--- src/rtl/cu_fetch_arbiter.sv ---
// ---------------------------------------------------------------------------
// cu_fetch_arbiter
//
// Shares one instruction-memory port between NUM_REQ core fetch units.
// A winner is picked combinationally every cycle. On a memory handshake the
// winner's index is pushed into an in-order ID FIFO. Each returning
// mem_r_valid pops the head ID and routes the valid pulse to that core in the
// same cycle. Read data is broadcast to every core unchanged.
//
// Build option:
//   CU_FETCH_ARB_FIXED_PRIO_EN  - when defined, the lowest requesting index
//                                 always wins and no round-robin pointer
//                                 exists. When undefined (default), the
//                                 search starts at a round-robin pointer
//                                 that advances past each granted core.
//
// Parameters:
//   NUM_REQ  number of core requesters (2..8)
//   MAX_OUT  depth of the outstanding-fetch ID FIFO (power of 2, >= 2)
//
// Ports:
//   clk, rst_n            clock, asynchronous active-low reset
//   core_fetch_req        per-core fetch request
//   core_fetch_addr       per-core 19-bit fetch byte address
//   core_fetch_gnt        one-hot (or zero) grant, asserted on handshake
//   core_fetch_r_data     read data, broadcast to all cores
//   core_fetch_r_valid    one-hot (or zero) read-data valid
//   mem_req, mem_addr     request and address toward instruction memory
//   mem_gnt               memory accepts the request this cycle
//   mem_r_data            memory read data
//   mem_r_valid           memory read data valid (responses in request order)
//   outstanding           current ID FIFO occupancy
//   resp_err              sticky: a response arrived with no fetch outstanding
// ---------------------------------------------------------------------------
module cu_fetch_arbiter #(
    parameter int NUM_REQ = 4,
    parameter int MAX_OUT = 4
) (
    input  logic                     clk,
    input  logic                     rst_n,
    input  logic [NUM_REQ-1:0]       core_fetch_req,
    input  logic [NUM_REQ-1:0][18:0] core_fetch_addr,
    output logic [NUM_REQ-1:0]       core_fetch_gnt,
    output logic [31:0]              core_fetch_r_data,
    output logic [NUM_REQ-1:0]       core_fetch_r_valid,
    output logic                     mem_req,
    output logic [18:0]              mem_addr,
    input  logic                     mem_gnt,
    input  logic [31:0]              mem_r_data,
    input  logic                     mem_r_valid,
    output logic [$clog2(MAX_OUT):0] outstanding,
    output logic                     resp_err
);

    localparam int ID_W  = $clog2(NUM_REQ);
    localparam int PTR_W = $clog2(MAX_OUT);

    localparam logic [PTR_W:0] PTR_ONE  = (PTR_W+1)'(1);
    localparam logic [PTR_W:0] FULL_CNT = (PTR_W+1)'(MAX_OUT);

    // -----------------------------------------------------------------------
    // ID FIFO state. Pointers carry one extra wrap bit so that their
    // difference is the occupancy and full/empty need no separate flag.
    // -----------------------------------------------------------------------
    logic [PTR_W:0]  wr_ptr;
    logic [PTR_W:0]  rd_ptr;
    logic [PTR_W:0]  count;
    logic [ID_W-1:0] id_mem [MAX_OUT];
    logic            fifo_full;
    logic            fifo_empty;
    logic            push;
    logic            pop;
    logic [ID_W-1:0] sel;
    logic [ID_W-1:0] head_id;

    assign count      = wr_ptr - rd_ptr;
    assign fifo_full  = (count == FULL_CNT);
    assign fifo_empty = (count == '0);
    assign head_id    = id_mem[rd_ptr[PTR_W-1:0]];

    // -----------------------------------------------------------------------
    // Winner selection
    // -----------------------------------------------------------------------
`ifdef CU_FETCH_ARB_FIXED_PRIO_EN
    // Scan from the top down so the lowest requesting index is written last.
    always_comb begin
        sel = '0;
        for (int i = NUM_REQ - 1; i >= 0; i--) begin
            if (core_fetch_req[i]) begin
                sel = ID_W'(i);
            end
        end
    end
`else
    logic [ID_W-1:0] rr_ptr;
    logic [ID_W-1:0] idx;
    logic            found;

    // NOTE: combinational logic uses blocking assignments with every output
    // given a default first, so no path leaves a value held (no latch).
    always_comb begin
        sel   = rr_ptr;
        idx   = '0;
        found = 1'b0;
        for (int i = 0; i < NUM_REQ; i++) begin
            idx = ID_W'((int'(rr_ptr) + i) % NUM_REQ);
            if (!found && core_fetch_req[idx]) begin
                sel   = idx;
                found = 1'b1;
            end
        end
    end

    // Pointer moves one past the granted core; idle cycles leave it alone.
    always_ff @(posedge clk or negedge rst_n) begin
        if (!rst_n) begin
            rr_ptr <= '0;
        end else if (push) begin
            rr_ptr <= (sel == ID_W'(NUM_REQ - 1)) ? '0 : sel + ID_W'(1);
        end
    end
`endif

    // -----------------------------------------------------------------------
    // Request side. A full FIFO blocks issue even when a pop happens in the
    // same cycle, which keeps mem_req free of the mem_r_valid path.
    // -----------------------------------------------------------------------
    assign mem_req  = rst_n & (|core_fetch_req) & ~fifo_full;
    assign mem_addr = mem_req ? core_fetch_addr[sel] : '0;
    assign push     = mem_req & mem_gnt;

    always_comb begin
        core_fetch_gnt = '0;
        if (push) begin
            core_fetch_gnt[sel] = 1'b1;
        end
    end

    // -----------------------------------------------------------------------
    // Response side: zero-latency routing of mem_r_valid to the head ID.
    // -----------------------------------------------------------------------
    assign pop               = rst_n & mem_r_valid & ~fifo_empty;
    assign core_fetch_r_data = mem_r_data;

    always_comb begin
        core_fetch_r_valid = '0;
        if (pop) begin
            core_fetch_r_valid[head_id] = 1'b1;
        end
    end

    assign outstanding = count;

    // -----------------------------------------------------------------------
    // FIFO pointers and sticky error flag
    // -----------------------------------------------------------------------
    always_ff @(posedge clk or negedge rst_n) begin
        if (!rst_n) begin
            wr_ptr   <= '0;
            rd_ptr   <= '0;
            resp_err <= 1'b0;
        end else begin
            if (push) begin
                wr_ptr <= wr_ptr + PTR_ONE;
            end
            if (pop) begin
                rd_ptr <= rd_ptr + PTR_ONE;
            end
            if (mem_r_valid && fifo_empty) begin
                resp_err <= 1'b1;
            end
        end
    end

    // NOTE: the ID storage has no reset; an entry is only read after it has
    // been written, because occupancy is tracked entirely by the pointers.
    always_ff @(posedge clk) begin
        if (push) begin
            id_mem[wr_ptr[PTR_W-1:0]] <= sel;
        end
    end

endmodule
--- config.mk ---
export PLATFORM = sky130hd
export DESIGN_NAME = cu_fetch_arbiter
export DESIGN_NICKNAME = d
export VERILOG_FILES = /design/src/rtl/cu_fetch_arbiter.sv
export SDC_FILE = /design/constraint.sdc
export NUM_CORES = 1
export LEC_CHECK = 0
export CAP_MARGIN = 5
export CORE_MARGIN = 1.5
export CORE_UTILIZATION = 31
export CTS_CLUSTER_SIZE = 16
export DETAILED_ROUTE_END_ITERATION = 10
export GPL_TIMING_DRIVEN = 0
export PLACE_DENSITY = 0.83
export SLEW_MARGIN = 10
export SYNTH_ARGS = -nofsm -noshare
export SYNTH_HDL_FRONTEND = slang
export SYNTH_SLANG_ARGS = --single-unit
export TNS_END_PERCENT = 1
--- constraint.sdc ---
create_clock -name clk -period 3.1 [get_ports clk]
set_input_delay 0.775 -clock clk [delete_from_list [all_inputs] [get_ports clk]]
set_output_delay 0.775 -clock clk [all_outputs]
set_load 0.1 [all_outputs]
==> summary by stage <==
Synth
The number of nets in the synthesized netlist is 309. The most common flop cell mapped by yosys is sky130_fd_sc_hd__dfrtp_1. Sorting the synthesized cells by area gives the leading types as sky130_fd_sc_hd__mux2i_1 (20%), sky130_fd_sc_hd__buf_4 (15%), sky130_fd_sc_hd__edfxtp_1 (13%). After synthesis, the mean cell area works out to ~10 sq um. Synthesis inferred 17 register bits. Synthesis produced a netlist whose cell count is between 150 and 200. By count the netlist is led by sky130_fd_sc_hd__mux2i_1 (38), sky130_fd_sc_hd__buf_4 (36), sky130_fd_sc_hd__o22ai_1 (19), sky130_fd_sc_hd__ha_1 (10), sky130_fd_sc_hd__dfrtp_1 (9).

By instance count, the leading cell after synthesis is sky130_fd_sc_hd__mux2i_1. The synthesis warning total is 0. After synthesis, the netlist uses 38 different library cells.

The share of synthesized area in the top cell type comes to between 20% and 30%. The synthesized design spends more area on one cell type than any other, namely sky130_fd_sc_hd__mux2i_1. The fraction of registers with async set/reset is 52.9%. The proportion of synthesized chip area in sequential cells is roughly a quarter. In this run the cell area of the synthesized design comes to 0.00186 sq mm. Counting flops with a built-in enable in the synthesized netlist gives 8.

Floorplanning
The floorplan step set the die width to approximately 80 um. The top-level port count is between 150 and 200. Measured along the y axis, the die boundary spans 80.4 um. The placeable core area is 0.00585 sq mm. The initial utilization of the core area, before any placement, comes to between 30% and 40%. The die covers about 0.0065 sq mm. The number of standard-cell rows in the floorplan is 28.

Setup path
The maximum fanout encountered on the critical timing path is 3. The cell repeated most along the worst path is sky130_fd_sc_hd__buf_4. The critical path required time is 2.32 ns.

The critical path data arrival time is 2.59 ns. The signal on the critical path passes through inv_2 -> ha_4 -> fa_2 -> xor3_4 -> buf_4 -> nor3_4 -> buf_4 -> nor4_4 -> clkdlybuf4s15_2. The standard cell with the maximum stage delay on the critical path is sky130_fd_sc_hd__clkdlybuf4s15_2. The cell family contributing the most delay on the critical path is buffers and inverters. The path type of the worst setup path is flop to output pin. The kind of start point of the critical path is a flop. For this run, the slowest stage of the critical path takes roughly 0.46 ns. Counting both buffers and inverters, the worst setup path holds a total of 4.

The endpoint type of the worst setup path is an output pin.

STA
The clock tree skew after final layout is 0.00639 ns. For the pin with the worst max-slew slack, the measured transition is 0.980 ns. The worst pin sits at a relative slew slack of 34.5%. Counting I/O delays and the setup requirement, the final critical path takes 3.37 ns. The smallest setup slack after layout is -0.266 ns. The fraction of the cycle the final worst path needs is 109%. Derived from the worst setup path, the maximum achievable clock frequency is 297 MHz. Setup violations remaining at the end of the flow were counted as 27.

Setup repair after global routing could not meet its margin everywhere. The number of pins with negative max-slew slack in the final report is 0. The hold violation total from the final report is 0. Hold timing on the final database bottoms out at a slack of 0.466 ns.

Clocking
The CTS tree is built. The number of clock buffers added by TritonCTS is 3. The clock drives 17 sinks. The number of H-tree levels is 1. The clock reaches the later pin of the worst-skew pair after about 0.25 ns. The clock-pin slew on the worst setup and hold paths is 0.07 ns.

The buffer levels on the longest clock path is 2. CTS placed an instance of sky130_fd_sc_hd__clkbuf_8 at the clock tree root. The post-cts hold buffer count is 0.

Drt
The first detailed-routing pass ran for 4 iterations. In this run, the number of DRC markers left after iteration 0 of detailed routing was slightly below 80. The total wirelength of the detailed-routed design is 6490 um. The detailed-route DRC error count is 0. Using the TritonRoute via totals, the vias-per-cell ratio works out to ~4.8. The post-route antenna net violation count is 0. The average detailed-routed wire length per instance is roughly 15 um. Across all layers, the routed design uses 2032 vias.

Outcome
The final reports fail on setup timing. The flow ran to the end, but the final reports show violations.

Power and ir drop
In this run the static leakage power is 1.74 nW. For this design the ratio of total power to cell area is approximately 1200 mW/mm^2. IR analysis of the VDD net gives a maximum drop of 0.00209 V.

Global route
The first-pass GRT wire length is 10100 um. The maximum number of pins on one net before global-route repair is 16. Across every metal layer, demand over resource in global routing totals 20.2%. The number of antenna violations at the first check in global routing is 0. The number of global-route vias before repair is 2086. Summed over all layers, the global routing overflow is 0.

Cells and area
Summing all flip-flop and latch instances after layout gives about 470 sq um. The final layout contains 475 nets. The number of antenna diodes is 0. In the final layout, the share of cells above drive strength 1 is 47.6%. The multi-input combinational cells in the finished layout cover a total of 0.00160 sq mm. The number of fillers in the final layout is 366. The non-filler instance count after layout is 422.

From synthesis to final layout, the design area changed by 142%. The end-of-flow core utilization is 76.8%.

Hold path
The worst hold path belongs to the class flop to flop.

Run
The tool flagged a number of max-cap violations equal to 0.

Placement
Including well taps, the total number of placed cells is 404. During placement, the flow inserted port buffers numbering 147. The estimated wirelength of the detail-placed design is 4860 um. The final weighted congestion in routability-driven placement is around 0.70.
==> logic make-up (layout without fill, tap and decap cells) <==
group,after synthesis,count (layout),share of synthesized area [%]
flops,17,17,25.0
compound gates,29,29,11.6
buf+inv,48,213,18.3
xor+xnor,5,5,3.23
simple gates,29,29,9.35
fa+ha+maj,11,11,7.81
mux,43,43,24.7
==> what timing repair did <==
action | 4_1_cts | 5_1_grt
gates resized for setup | 307 | 12
buffers inserted | 12 | 1
pin swaps | 10 | 1
cloned | 1 | 0
setup endpoints to repair | 30 | 29
==> path summary, 6_finish.rpt <==
check                               start               endpoint  slack [ns]  cells after the start
worst max-delay path            wr_ptr[0]  core_fetch_r_valid[0]       -0.27                      9
worst min-delay path             resp_err               resp_err        0.47                      1
worst max register to register  wr_ptr[0]           id_mem[2][0]        0.66                      9
worst min register to register   resp_err               resp_err        0.47                      1
max in group asynchronous           rst_n              rd_ptr[0]        2.34                      1
min in group asynchronous           rst_n              rd_ptr[2]        0.50                      1
==> per-stage QoR <==
stage | cell area [sq um] | setup slack, ns | setup TNS (ns) | power (mW)
after floorplan | 2210 | -0.703 | -15.90 | 3.67
after global placement | 3780 | -1.68 | -40.35 | 4.41
after detailed placement | 3780 | -1.70 | -41.11 | 4.45
after CTS | 4450 | -0.258 | -5.64 | 5.52
after global routing | 4490 | -0.334 | -7.69 | 5.77
final | 4490 | -0.266 | -5.37 | 5.56
==> area by class of cell <==
| type | instances | area share, % |
|---|---|---|
| plain buffers | 41 | 8.64 |
| clock buffers | 3 | 0.919 |
| clock inverters | 1 | 0.111 |
| inverters | 7 | 0.724 |
| multi-input cells | 117 | 35.7 |
| flip-flops and latches | 17 | 10.4 |
| well taps | 75 | 2.09 |
| repair buffers | 161 | 41.5 |
==> flip-flops by register name (all words and copies together), names as in the netlist <==
name / count
id_mem: 8
rd_ptr: 3
wr_ptr: 3
rr_ptr: 2
resp_err: 1
==> worst reg2reg max path: cells and delay by family, from the launching register on <==
kind                       cells  cell delay (ns)
buffers and inverters          4             0.45
and+or+nand+nor                1             0.19
adders and majority gates      2             0.48
AOI/OAI and AO/OA              1             0.32
DFF                            1             0.37
xor gates and xnor gates       1             0.34
==> metal layers <==
| layer | vias to the layer above | global-route usage [%] | wire length (um) |
|---|---|---|---|
| met5 | - | 0 | 0 |
| met4 | 0 | 3.79 | 64 |
| met3 | 6 | 5.45 | 551 |
| met2 | 103 | 40.0 | 3720 |
| met1 | 950 | 21.1 | 2150 |
| li1 | 973 | - | - |
==> cells in the final DEF (no fill, tap or decap), drive strengths merged, types with 2 or more instances in the layout <==
master,synthesis,layout
nor2,5,5
nor3,2,2
a21o,2,2
buf,41,82
o21ai,2,2
and3,9,9
mux2i,38,38
mux2,3,3
clkbuf,0,4
inv,7,6
dfrtp,9,9
mux4,2,2
clkdlybuf4s50,0,112
ha,10,10
edfxtp,8,8
clkdlybuf4s15,0,3
dlygate4sd2,0,4
o22ai,19,19
nand2,6,6
nor2b,2,2
xnor2,2,2
nand2b,2,2
xor2,2,2
==> report_power, final <==
part           switching (mW)  internal (mW)
Sequential             0.0703          0.330
Clock                  0.0748         0.0890
Combinational            3.05           1.95
(Power assumes the default switching activity.)
